`config.mk`:
```
export PLATFORM = sky130hd
export DESIGN_NAME = framebuffer_writer_ci
export DESIGN_NICKNAME = d
export VERILOG_FILES = /design/src/rtl/framebuffer_writer_ci.sv
export SDC_FILE = /design/constraint.sdc
export NUM_CORES = 1
export LEC_CHECK = 0
export CAP_MARGIN = 10
export CELL_PAD_IN_SITES_DETAIL_PLACEMENT = 1
export CELL_PAD_IN_SITES_GLOBAL_PLACEMENT = 2
export CORE_MARGIN = 3
export CORE_UTILIZATION = 36
export CTS_CLUSTER_DIAMETER = 30
export DETAILED_ROUTE_END_ITERATION = 8
export PLACE_DENSITY_LB_ADDON = 0.1
export SLEW_MARGIN = 20
export SYNTH_ARGS = -nofsm -noshare
export SYNTH_HDL_FRONTEND = slang
export SYNTH_SLANG_ARGS = --single-unit
export TNS_END_PERCENT = 50
```
`constraint.sdc`:
```
create_clock -name clk -period 8.28 [get_ports clk]
set_input_delay 0.828 -clock clk [delete_from_list [all_inputs] [get_ports clk]]
set_output_delay 0.828 -clock clk [all_outputs]
set_load 0.03 [all_outputs]
```
`src/rtl/framebuffer_writer_ci.sv`:
```
// framebuffer_writer_ci: Nios II custom instruction filling the 1bpp image RAM (optional BOUNDS_CHECK_EN).
module framebuffer_writer_ci #(
  parameter int X_BITS = 6,
  parameter int Y_BITS = 6,
  localparam int ADDR_W = X_BITS + Y_BITS
) (
  input  logic              clk,
  input  logic              reset,
  input  logic              clk_en,
  input  logic              start,
  input  logic [31:0]       dataa,
  input  logic [31:0]       datab,
  output logic [31:0]       result,
  output logic              done,
  output logic              wr_data,
  output logic [ADDR_W-1:0] wr_address,
  output logic              wr_en
);
  localparam int DEPTH = 2 ** ADDR_W;
  typedef enum logic [2:0] {IDLE, PIXEL, FILL, WORD, DONE} state_t;
  state_t state, state_n;
  logic [31:0] result_n, cnt, cnt_n, word, word_n;
  logic [4:0] idx, idx_n;
  logic done_n, wr_data_n, wr_en_n;
  logic [ADDR_W-1:0] wr_address_n;
  logic unused_datab;
  assign unused_datab = ^datab[29:ADDR_W];
`ifdef BOUNDS_CHECK_EN
  logic [15:0] px, py;
  logic oob;
  assign px = dataa[15:0];
  assign py = dataa[31:16];
  assign oob = (|px[15:X_BITS]) | (|py[15:Y_BITS]);
`endif
  always_ff @(posedge clk or posedge reset)
    if (reset) begin
      state <= IDLE;
      result <= '0;
      done <= 1'b0;
      wr_en <= 1'b0;
      wr_data <= 1'b0;
      wr_address <= '0;
      cnt <= '0;
      word <= '0;
      idx <= '0;
    end else begin
      state <= state_n;
      result <= result_n;
      done <= done_n;
      wr_en <= wr_en_n;
      wr_data <= wr_data_n;
      wr_address <= wr_address_n;
      cnt <= cnt_n;
      word <= word_n;
      idx <= idx_n;
    end
  // The write counter tracks actual RAM write cycles, so it runs even while clk_en stalls the FSM.
  always_comb begin
    state_n = state;
    result_n = result;
    done_n = done;
    wr_en_n = 1'b0;
    wr_data_n = wr_data;
    wr_address_n = wr_address;
    cnt_n = cnt + 32'(wr_en);
    word_n = word;
    idx_n = idx;
    if (clk_en)
      case (state)
        IDLE:
          if (start)
            case (datab[31:30])
              2'b00: begin
`ifdef BOUNDS_CHECK_EN
                if (oob) begin
                  state_n = DONE;
                  done_n = 1'b1;
                  result_n = '1;
                end else begin
                  state_n = PIXEL;
                  wr_en_n = 1'b1;
                  wr_data_n = datab[0];
                  wr_address_n = {py[Y_BITS-1:0], px[X_BITS-1:0]};
                end
`else
                state_n = PIXEL;
                wr_en_n = 1'b1;
                wr_data_n = datab[0];
                wr_address_n = dataa[ADDR_W-1:0];
`endif
              end
              2'b01: begin
                state_n = FILL;
                wr_en_n = 1'b1;
                wr_data_n = datab[0];
                wr_address_n = '0;
              end
              2'b10: begin
                state_n = WORD;
                wr_en_n = 1'b1;
                wr_data_n = dataa[31];
                wr_address_n = datab[ADDR_W-1:0];
                word_n = dataa;
                idx_n = 5'd31;
              end
              default: begin
                state_n = DONE;
                done_n = 1'b1;
                result_n = cnt;
              end
            endcase
        PIXEL: begin
          state_n = DONE;
          done_n = 1'b1;
          result_n = 32'd1;
        end
        FILL:
          if (wr_address == ADDR_W'(DEPTH - 1)) begin
            state_n = DONE;
            done_n = 1'b1;
            result_n = 32'(DEPTH);
          end else begin
            wr_en_n = 1'b1;
            wr_address_n = wr_address + ADDR_W'(1);
          end
        WORD:
          if (idx == 5'd0) begin
            state_n = DONE;
            done_n = 1'b1;
            result_n = 32'd32;
          end else begin
            wr_en_n = 1'b1;
            idx_n = idx - 5'd1;
            wr_data_n = word[idx - 5'd1];
            wr_address_n = wr_address + ADDR_W'(1);
          end
        default: begin
          state_n = IDLE;
          done_n = 1'b0;
        end
      endcase
  end
endmodule

```
[Word level (Yosys, flattened, before mapping)]
Index checks and enable logic that the tools add are counted.
Word-level totals
  register bits after elaboration: 119
  input bits: 68
  output and inout bits: 47
  logic and storage cells: 79
Operators by class
  add/sub/neg operators: 3
  $lt $le $gt $ge: 1
  equal/unequal tests: 15
  multiplexer cells: 36
  reduce and logical (&&, ||, !) cells: 15
Operators with widths (number)
  $mux W32: 4
  $pmux W32 S4: 1
  $pmux W12 S3: 2
  $mux W12: 3
  $add A32 B1 Y32: 1
  $mux W5: 3
  $reduce_and A5 Y1: 3
  $add A12 B1 Y12 const B: 1
  $eq A12 B12 Y1 const B: 1
  $mux W1: 12
  $ne A2 B2 Y1 const B: 6
  $pmux W3 S4: 1
  $reduce_and A6 Y1: 2
  $pmux W5 S2: 1
  $mux W3: 3
  $pmux W3 S3: 1
  $reduce_and A4 Y1: 2
  $eq A3 B2 Y1 const B: 2
  $lt A5 B6 Y1 const B: 1
  $bmux W1 S5: 1
  $logic_not A5 Y1: 1
  $sub A5 B1 Y5 const B: 1
  $ne A4 B1 Y1 const B: 1
  $pmux W1 S2: 2
  14 further kinds: 14

[Longest topological paths before layout]
Gate-level depths: netlist of the first run.
  depth after elaboration: 6
  gate-level depth with buffers: 10
  depth with buffers taken out: 7

[Least setup slack after synthesis of the first run]
No wires, ideal clock.
  path kind: register to register
  start: reg idx[0]
  end: reg wr_data
  library setup time: 131 ps
  arrival: 2062 ps
  data required time: 8149 ps
  slack: 6086 ps
  stages on the path, launching flop included: 9
  buffers on the path: 2
  period minus slack after synthesis: 2194 ps
  cells stage by stage: dfrtp_1 -> buf_6 -> inv_1 -> ha_1 -> buf_1 -> mux4_2 -> mux4_2 -> nand2b_1 -> a31oi_1
On the way
  cells in the longest elaborated chain, start to end: 5
  elaborated cells on any way between the ends: 8
  those cells by class: add/sub: 1; eq/ne: 1; mux: 4; reduce/logical: 2
Ends and longest elaborated chain
  from (decl): line 23  | logic [4:0] idx, idx_n;
  from (signal assigned): line 55  | idx <= idx_n;
  $sub A5 B1 Y5: line 134  | wr_data_n = word[idx - 5'd1];
  $bmux W1 S5: line 134
  $mux W1 (implied by the code): line 134
  $mux W1: line 127  | if (idx == 5'd0) begin
  $pmux W1 S2: line 69  | case (state)
  to (signal assigned): line 51  | wr_data <= wr_data_n;
  to (decl): line 15  | output logic wr_data,
Several ways; a longest one is shown, not always the timed one. The select of a mux whose other input is x is not followed.
A chain may end at the register's enable or synchronous reset.

[Worst setup path after layout of the first run]
  start: in datab[30]
  end: reg wr_address[0]
On the way
  cells in the longest elaborated chain, start to end: 4
  elaborated cells on any way between the ends: 8
  those cells by class: eq/ne: 3; mux: 3; reduce/logical: 2
Ends and longest elaborated chain
  from (decl): line 12  | input logic [31:0] datab,
  $eq A2 B2 Y1, or another cell as far along: line 72  | case (datab[31:30])
  $pmux W12 S3: line 72
  $mux W12: line 71  | if (start)
  $pmux W12 S3: line 69
  to (signal assigned): line 52  | wr_address <= wr_address_n;
  to (decl): line 16  | output logic [ADDR_W-1:0] wr_address,
Several ways; a longest one is shown, not always the timed one. The select of a mux whose other input is x is not followed.

==> summary.md, run 1 <==
| Metric | Value |
|---|---|
| Status | `finished clean` |
| R2R cell count | `7` |
| Ports | `~120` |
| P&R area growth vs syn | `30.12%` |
| Sinks on Clock Net | `roughly 120` |
| Crit path required time | `approximately 8.6 ns` |
| Final slew viol count | `0` |
| Worst slew pin tran | `between 0.9 and 1 ns` |
| Die span in x | `approximately 130 µm` |
| Post-synth EDFFs | `0` |
| H-tree depth | `4` |
| Leading cell type by number of instances after synthesis | `dfrtp_1` |
| Drt initial violations | `around 150` |
| Top FF cell, synth | `dfrtp_1` |
| Ant. Diodes | `0` |
| GRT overflow | `0` |
| Synth Cell Area | `5640 µm²` |
| Hold Crit Depth | `1` |
| DRT antenna net count | `0` |
| Worst hold slack | `0.4844 ns` |
| Initial antenna violation count | `0` |
| IO buf count | `96` |
| CTS hold repair buffers | `0` |
| Most frequent cells after synthesis | `dfrtp_1, mux2_2, a22o_1` |
| Die Ht | `roughly 130 µm` |
| Largest net degree at the start of global routing | `74` |
| Fmax achieved | `approximately 370 MHz` |
| CP arrival | `about 3 ns` |
| Worst-Skew Late Latency | `between 0.4 and 0.5 ns` |
| Max IR drop VDD | `about 0.18 mV` |
| WHS Endpoint | `cnt[31]` |
| Worst reg2reg path startpoint | `idx[0]` |
| Slew headroom | `roughly 37%` |
| Worst-path clk slew | `0.06 ns` |
| Post-Route WL | `around 14,000 µm` |
| Post-Synth XOR/XNOR Area | `under 10%` |
| Worst hold path class | `reg2reg` |
| Max clock buf depth | `2` |
| Detailed Routing Iterations Pass 1 | `4` |
| Clk_skew | `0.01166 ns` |
| Total CTS buffers | `17` |
| Number of global-route vias before repair | `between 4k and 5k` |
| Static leakage | `between 3 and 4 nW` |
| CP endpoint kind | `register` |
| Hold Crit Start | `cnt[31]` |
| Postcts setup bufs | `0` |
| Placed wire-length estimate | `about 10000 µm` |
| Routed vias/inst | `~5.2` |
| R2r setup slk | `5.58 ns` |
| Initial Util | `approximately 37%` |
| Die ar. | `approximately 17,000 µm²` |
| Min Tclk post-route | `2.726 ns` |
| Crit path largest cell delay | `roughly 0.46 ns` |
| Period utilisation layout | `32.93%` |
| Yosys warns | `0` |
| Vias | `4,123` |
| Core footprint | `about 15,000 µm²` |
| Synthesis-stage register bit count | `119` |
| Post-synthesis compound-gate area fraction | `between 10% and 20%` |
| Setup crit start kind | `primary input` |
| Post-Synth Adder-Cell Area | `under 10%` |
| Max Cap Viol | `0` |
| RSZ-0062 raised after global routing | `false` |
| Cts repair resizes | `0` |
| Crit-path cells | `clkdlybuf4s50_1 > inv_1 > ha_1 > nor4_1 > o22ai_1 > o211ai_2 > or3_1 > o311ai_0` |
| RR Endpoint | `wr_address[0]` |
| Cells after Synth | `between 400 and 500` |
| Synth area leaders | `dfrtp_1, mux2_2, a22o_1` |
| Final Setup Violations | `0` |
| Share of cells above drive strength 1 | `between 10% and 20%` |
| Synth Area in Simple Gates | `12.16%` |
| Mux cell area share after synthesis | `between 10% and 20%` |
| RD Place Congestion | `about 0.83` |
| # DRC | `0` |
| Seq/Total Area, Yosys | `between 50% and 60%` |
| Critical path class | `in2reg` |
| Post-Synthesis Net Count | `approximately 550` |
| CP Max Fanout | `23` |
| Critical-path top delay cell | `clkdlybuf4s50_1` |
| PwrDens | `~320 nW/µm²` |
| Count of cell types in the netlist | `between 50 and 60` |
| Cell row count | `between 40 and 50` |
| Share of async-settable or async-resettable flops after synthesis | `100.0%` |
| CTS tree | `built` |
| Area leader, netlist | `dfrtp_1` |
| First-pass GRT wire length | `between 20,000 and 25,000 µm` |
| Setup TNS | `0 ns` |
| Largest family of logic cells by synthesized area | `compound AO/OA/AOI/OAI gates` |
| Nets | `between 600 and 700` |
| Yosys top cell area share | `between 50 and 60%` |
| Endpoints failing hold | `0` |
| Average cell area after synthesis | `12.03 µm²` |
| Gr usage total | `between 15 and 20%` |
| Clock root buffer | `clkbuf_16` |
| Wirelength per Cell | `approximately 18 µm` |
-- routing by layer --
metal / GRT usage, % / vias to the layer above / part of all wire, %
li1: - / 1927 / -
met1: 21.16 / 2089 / 44
met2: 28.25 / 90 / 49
met3: 5.398 / 17 / 4.9
met4: 6.301 / 0 / 1.8
met5: 0 / - / 0
-- flip-flops by register name (all words and copies together) (netlist names) --
name / cells
word: 32
wr_address: 12
wr_data: 1
done: 1
cnt: 32
result: 32
state: 3
idx: 5
wr_en: 1
-- placed cells by master, fill, tap and decap left out, drive strengths merged, types with 5 or more instances in the layout --
cell	netlist	layout
dfrtp	119	119
clkdlybuf4s50	0	96
mux2	35	35
a22o	29	29
nand2	27	27
xnor2	26	26
nor2	23	23
clkbuf	8	21
nand3	17	17
inv	13	14
o21ai	14	14
a21oi	13	13
and3	11	11
mux4	9	9
nor3	9	9
xor2	8	8
ha	8	8
nand4	8	8
a31oi	7	7
o22a	7	7
and4	6	6
and2	5	5
a22oi	5	5
a221oi	5	5
buf	19	5
-- how the worst max path moves through the flow --
stage | start | to | slack [ns] | depth (start not counted)
2_1_floorplan | reset | cnt[0] | 4.29 | 1
3_3_place_gp | datab[30] | wr_address[0] | 5.19 | 8
3_5_place_dp | datab[30] | wr_address[0] | 5.12 | 8
4_1_cts | idx[0] | wr_address[0] | 5.49 | 7
5_1_grt | idx[0] | wr_address[0] | 5.30 | 7
6_report | datab[30] | wr_address[0] | 5.55 | 8
-- per-stage QoR --
stage	instance area, µm²	power [mW]	cells	worst slack, ns	utilization (%)
2_1_floorplan	5640	1.375	469	4.295	-
3_3_place_gp	6746	1.590	754	5.187	44.21
3_5_place_dp	6746	1.617	754	5.117	44.21
4_1_cts	7340	2.363	786	5.490	48.10
5_1_grt	7340	2.478	786	5.298	48.10
6_report	7340	2.328	786	5.554	48.10
-- worst max-delay path, delay by kind of cell --
family	cells	cell delay, ns
simple gates	2	0.55
compound gates	3	0.76
fa+ha+maj	1	0.30
buf+inv	2	0.57
-- power by group --
part	leakage, nW	internal, mW	switching, mW	total [mW]
Clock	0.281	0.466	0.266	0.732
Combinational	1.33	0.354	0.359	0.713
Sequential	1.54	0.730	0.153	0.883
Total	3.16	1.55	0.778	2.33
-- kinds of logic (layout without fill, tap and decap cells) --
logic type | Yosys count | in the layout
simple gates | 123 | 123
mux | 45 | 45
flops | 119 | 119
xor+xnor | 34 | 34
compound gates | 100 | 100
fa+ha+maj | 8 | 8
buf+inv | 40 | 146
-- cell type report --
class,count,area (µm²)
Clock buffer,21,470.5
Clock inverter,11,122.6
Fill cell,1605,7919
Inverter,13,51.30
Multi-Input combinational cell,310,2455
Sequential cell,119,2978
Tap cell,211,264.0
Timing Repair Buffer,101,998.5
No activity file was read; power rests on OpenSTA's default activity.
==> run 2, diff against run 1 <==
--- a/config.mk
+++ b/config.mk
@@ -9,7 +9,7 @@
 export CELL_PAD_IN_SITES_DETAIL_PLACEMENT = 1
 export CELL_PAD_IN_SITES_GLOBAL_PLACEMENT = 2
 export CORE_MARGIN = 3
-export CORE_UTILIZATION = 36
+export CORE_UTILIZATION = 31
 export CTS_CLUSTER_DIAMETER = 30
 export DETAILED_ROUTE_END_ITERATION = 8
 export PLACE_DENSITY_LB_ADDON = 0.1
==> constraint.sdc (replaced) <==
create_clock -name clk -period 2.5 [get_ports clk]
set_input_delay 0.25 -clock clk [delete_from_list [all_inputs] [get_ports clk]]
set_output_delay 0.25 -clock clk [all_outputs]
set_load 0.03 [all_outputs]
==> run 2 against run 1 <==
  * Clock power increased to 3.5 times the previous value
  * Register-to-register slack got worse by 5.3 ns
  * Cell count increased by 2.8%
  * Combinational power increased to 3.5 times the previous value
  * Sequential share of layout area decreased by 0.87 points
  * Utilization decreased by 5.3 points
  * Final area increased by 2.2%
  * Clock-buffer cell count increased by 2
  * Wire length increased by 6.3%
  * Die area increased by 15%
  * Critical path depth decreased by 1
  * Critical path type is now reg2reg
==> summary.md, run 2 (same netlist as run 1, synthesis figures left out) <==
| Metric | Value |
|---|---|
| Status | `finished clean` |
| Max layer used | `met4` |
| Max Cap Viol | `0 (unchanged)` |
| Final non-filler cell total | `808 (+2.8%)` |
| Setup ws final | `0.2749 ns (-5.279 ns)` |
| Endpoints failing hold | `0 (unchanged)` |
| RR Endpoint | `result[12]` |
| Placed wire-length estimate | `10,290 µm (+5.4%)` |
| Static leakage | `3.254 nW (+3.1%)` |
| Die span in x | `140.9 µm (+7.4%)` |
| Worst-Skew Late Latency | `0.41 ns (about the same)` |
| Min Tclk post-route | `roughly 2.2 ns` |
| Max clock buf depth | `2 (unchanged)` |
| R2r setup slk | `0.27 ns (-5.31 ns)` |
| Die Ht | `140.9 µm (+7.4%)` |
| Vias | `4,170 (+1.1%)` |
| Routed vias/inst | `5.161 (-1.6%)` |
| WP buf/inv | `2 (unchanged)` |
| Final slew viol count | `0 (unchanged)` |
| CP Depth | `7 (-1)` |
| Crit-path cells | `inv_1 > ha_1 > nor4b_4 > a21oi_1 > a211o_1 > buf_4 > o31ai_1` |
| CTS tree | `built` |
| Worst hold path class | `in2async` |
| Crit path largest cell delay | `0.37 ns (-0.09 ns)` |
| Max IR drop VDD | `0.5183 mV (+190%)` |
| Die ar. | `19,850 µm² (+15%)` |
| P&R area growth vs syn | `32.99%` |
| Wirelength per Cell | `18.30 µm (+3.4%)` |
| Met3 Wirelength | `784 µm (+15%)` |
| GRT overflow | `0 (unchanged)` |
| DRT antenna net count | `0 (unchanged)` |
| Worst reg2reg path startpoint | `idx[1]` |
| CTS hold repair buffers | `0 (unchanged)` |
| Cell row count | `48 (+6.7%)` |
| Initial Util | `32.16% (-4.8 points)` |
| Placed cells | `778 (+3.2%)` |
| Gr usage total | `15.72% (-1.4 points)` |
| Largest registers | `cnt: 32 flops, result: 32 flops, word: 32 flops` |
| Core footprint | `17,540 µm² (+15%)` |
| Period utilisation layout | `around 90%` |
| RD Place Congestion | `0.7577 (-8.7%)` |
| H-tree depth | `4 (unchanged)` |
| Critical-path top delay cell | `dfrtp_1` |
| Final Setup Violations | `0 (unchanged)` |
| Worst slew pin tran | `0.6760 ns (-0.2700 ns)` |
| Critical path class | `reg2reg` |
| Ant. Diodes | `0 (unchanged)` |
| Fmax achieved | `roughly 450 MHz` |
| Most frequent cells in the layout | `dfrtp_1, clkdlybuf4s50_1, mux2_2` |
| CP arrival | `2.53 ns (-0.48 ns)` |
| IO buf count | `96 (unchanged)` |
| Ports | `115 (unchanged)` |
| Sinks on Clock Net | `119 (unchanged)` |
| Share of cells above drive strength 1 | `16.47% (+1.5 points)` |
| CP Max Fanout | `36 (+57%)` |
| Slew headroom | `54.93% (+18 points)` |
| Critical Path End | `result[12]` |
| Nets | `648 (+1.6%)` |
| CP startpoint | `idx[1]` |
| Met1 WL | `6626 µm (+8.1%)` |
| Setup crit start kind | `register` |
| Initial antenna violation count | `0 (unchanged)` |
| Crit path required time | `2.81 ns (-5.76 ns)` |
| Routed length on met2 | `7130 µm (+4.1%)` |
| Setup TNS | `0 ns (unchanged)` |
| Detailed Routing Iterations Pass 1 | `4 (unchanged)` |
| DP Worst Slack | `-0.08516 ns (-5.202 ns)` |
| RSZ-0062 raised after global routing | `false` |
| Drt initial violations | `191 (+26%)` |
| Clock root buffer | `clkbuf_16` |
| Largest net degree at the start of global routing | `120 (+62%)` |
| Clk_skew | `0.006136 ns (-0.005524 ns)` |
| First-pass GRT wire length | `24,890 µm (+4.3%)` |
| CP endpoint kind | `register` |
| Post-Route WL | `14,780 µm (+6.3%)` |
| Worst-path clk slew | `0.06 ns (about the same)` |
| Worst hold slack | `0.3470 ns (-0.1375 ns)` |
| Most common cell after layout, fill and taps aside | `dfrtp_1` |
| Total CTS buffers | `17 (unchanged)` |
| PwrDens | `1061 nW/µm² (+230%)` |
| # DRC | `0 (unchanged)` |
| Crit path max-delay family | `compound AO/OA/AOI/OAI gates` |
| R2R cell count | `7 (unchanged)` |
| Number of global-route vias before repair | `4,626 (+1.4%)` |
-- run 2: changes by cell type in the layout (fill, tap and decap cells not counted), moves of 2 or more --
cell,before,now
buf_4,5,13
buf_12,0,2
clkinvlp_4,4,2
clkbuf_8,3,6
-- run 2: what timing repair did --
action / in CTS / in global routing
hold endpoints to repair: 0 / 0
setup endpoints to repair: 0 / 1
gates resized for setup: 0 / 1
setup buffers: 0 / 0
-- run 2: power breakdown --
| group | internal, mW | leakage (nW) | total, mW | switching, mW |
|---|---|---|---|---|
| clock | 1.71 | 0.307 | 2.58 | 0.863 |
| combinational | 1.23 | 1.41 | 2.50 | 1.27 |
| sequential | 2.42 | 1.54 | 2.88 | 0.458 |
| total | 5.36 | 3.25 | 7.96 | 2.59 |
-- run 2: worst register-to-register path, delay by kind of cell, from the launching register on --
family | cells | cell delay (ns)
flip-flops | 1 | 0.37
AO/OA/AOI/OAI | 3 | 0.75
adder cells (fa/ha/maj) | 1 | 0.31
buffers and inverters | 2 | 0.33
AND/OR/NAND/NOR | 1 | 0.38
-- run 2: final cells by class --
| type | count | area (µm²) |
|---|---|---|
| timing repair buffer | 111 | 1099 |
| tap | 225 | 281.5 |
| multi-input combinational | 310 | 2466 |
| inverter | 13 | 52.55 |
| fill | 1852 | 10040 |
| clock inverter | 7 | 116.4 |
| sequential | 119 | 2978 |
| clock buffer | 23 | 508.0 |
-- run 2: metal layers --
metal,vias up,track usage [%]
li1,1941,-
met5,-,0
met3,21,4.376
met4,0,5.660
met2,104,25.55
met1,2104,20.12
-- run 2: worst min-delay path by stage --
stage	start	endpoint	slack, ns	cells past startpoint
after floorplan	clk_en	done	0.34	1
final	reset	word[27]	0.35	3
after global routing	dataa[18]	word[18]	0.43	2
after global placement	word[3]	word[3]	0.47	1
after detailed placement	word[18]	word[18]	0.48	1
after CTS	reset	idx[0]	0.42	3
-- run 2: through the flow --
stage / util (%) / power, mW / instance area, µm²
2_1_floorplan: - / 4.554 / 5644
3_3_place_gp: 39.16 / 5.362 / 6868
3_5_place_dp: 39.16 / 5.449 / 6868
4_1_cts: 42.72 / 8.078 / 7492
5_1_grt: 42.77 / 8.459 / 7501
6_report: 42.77 / 7.955 / 7501
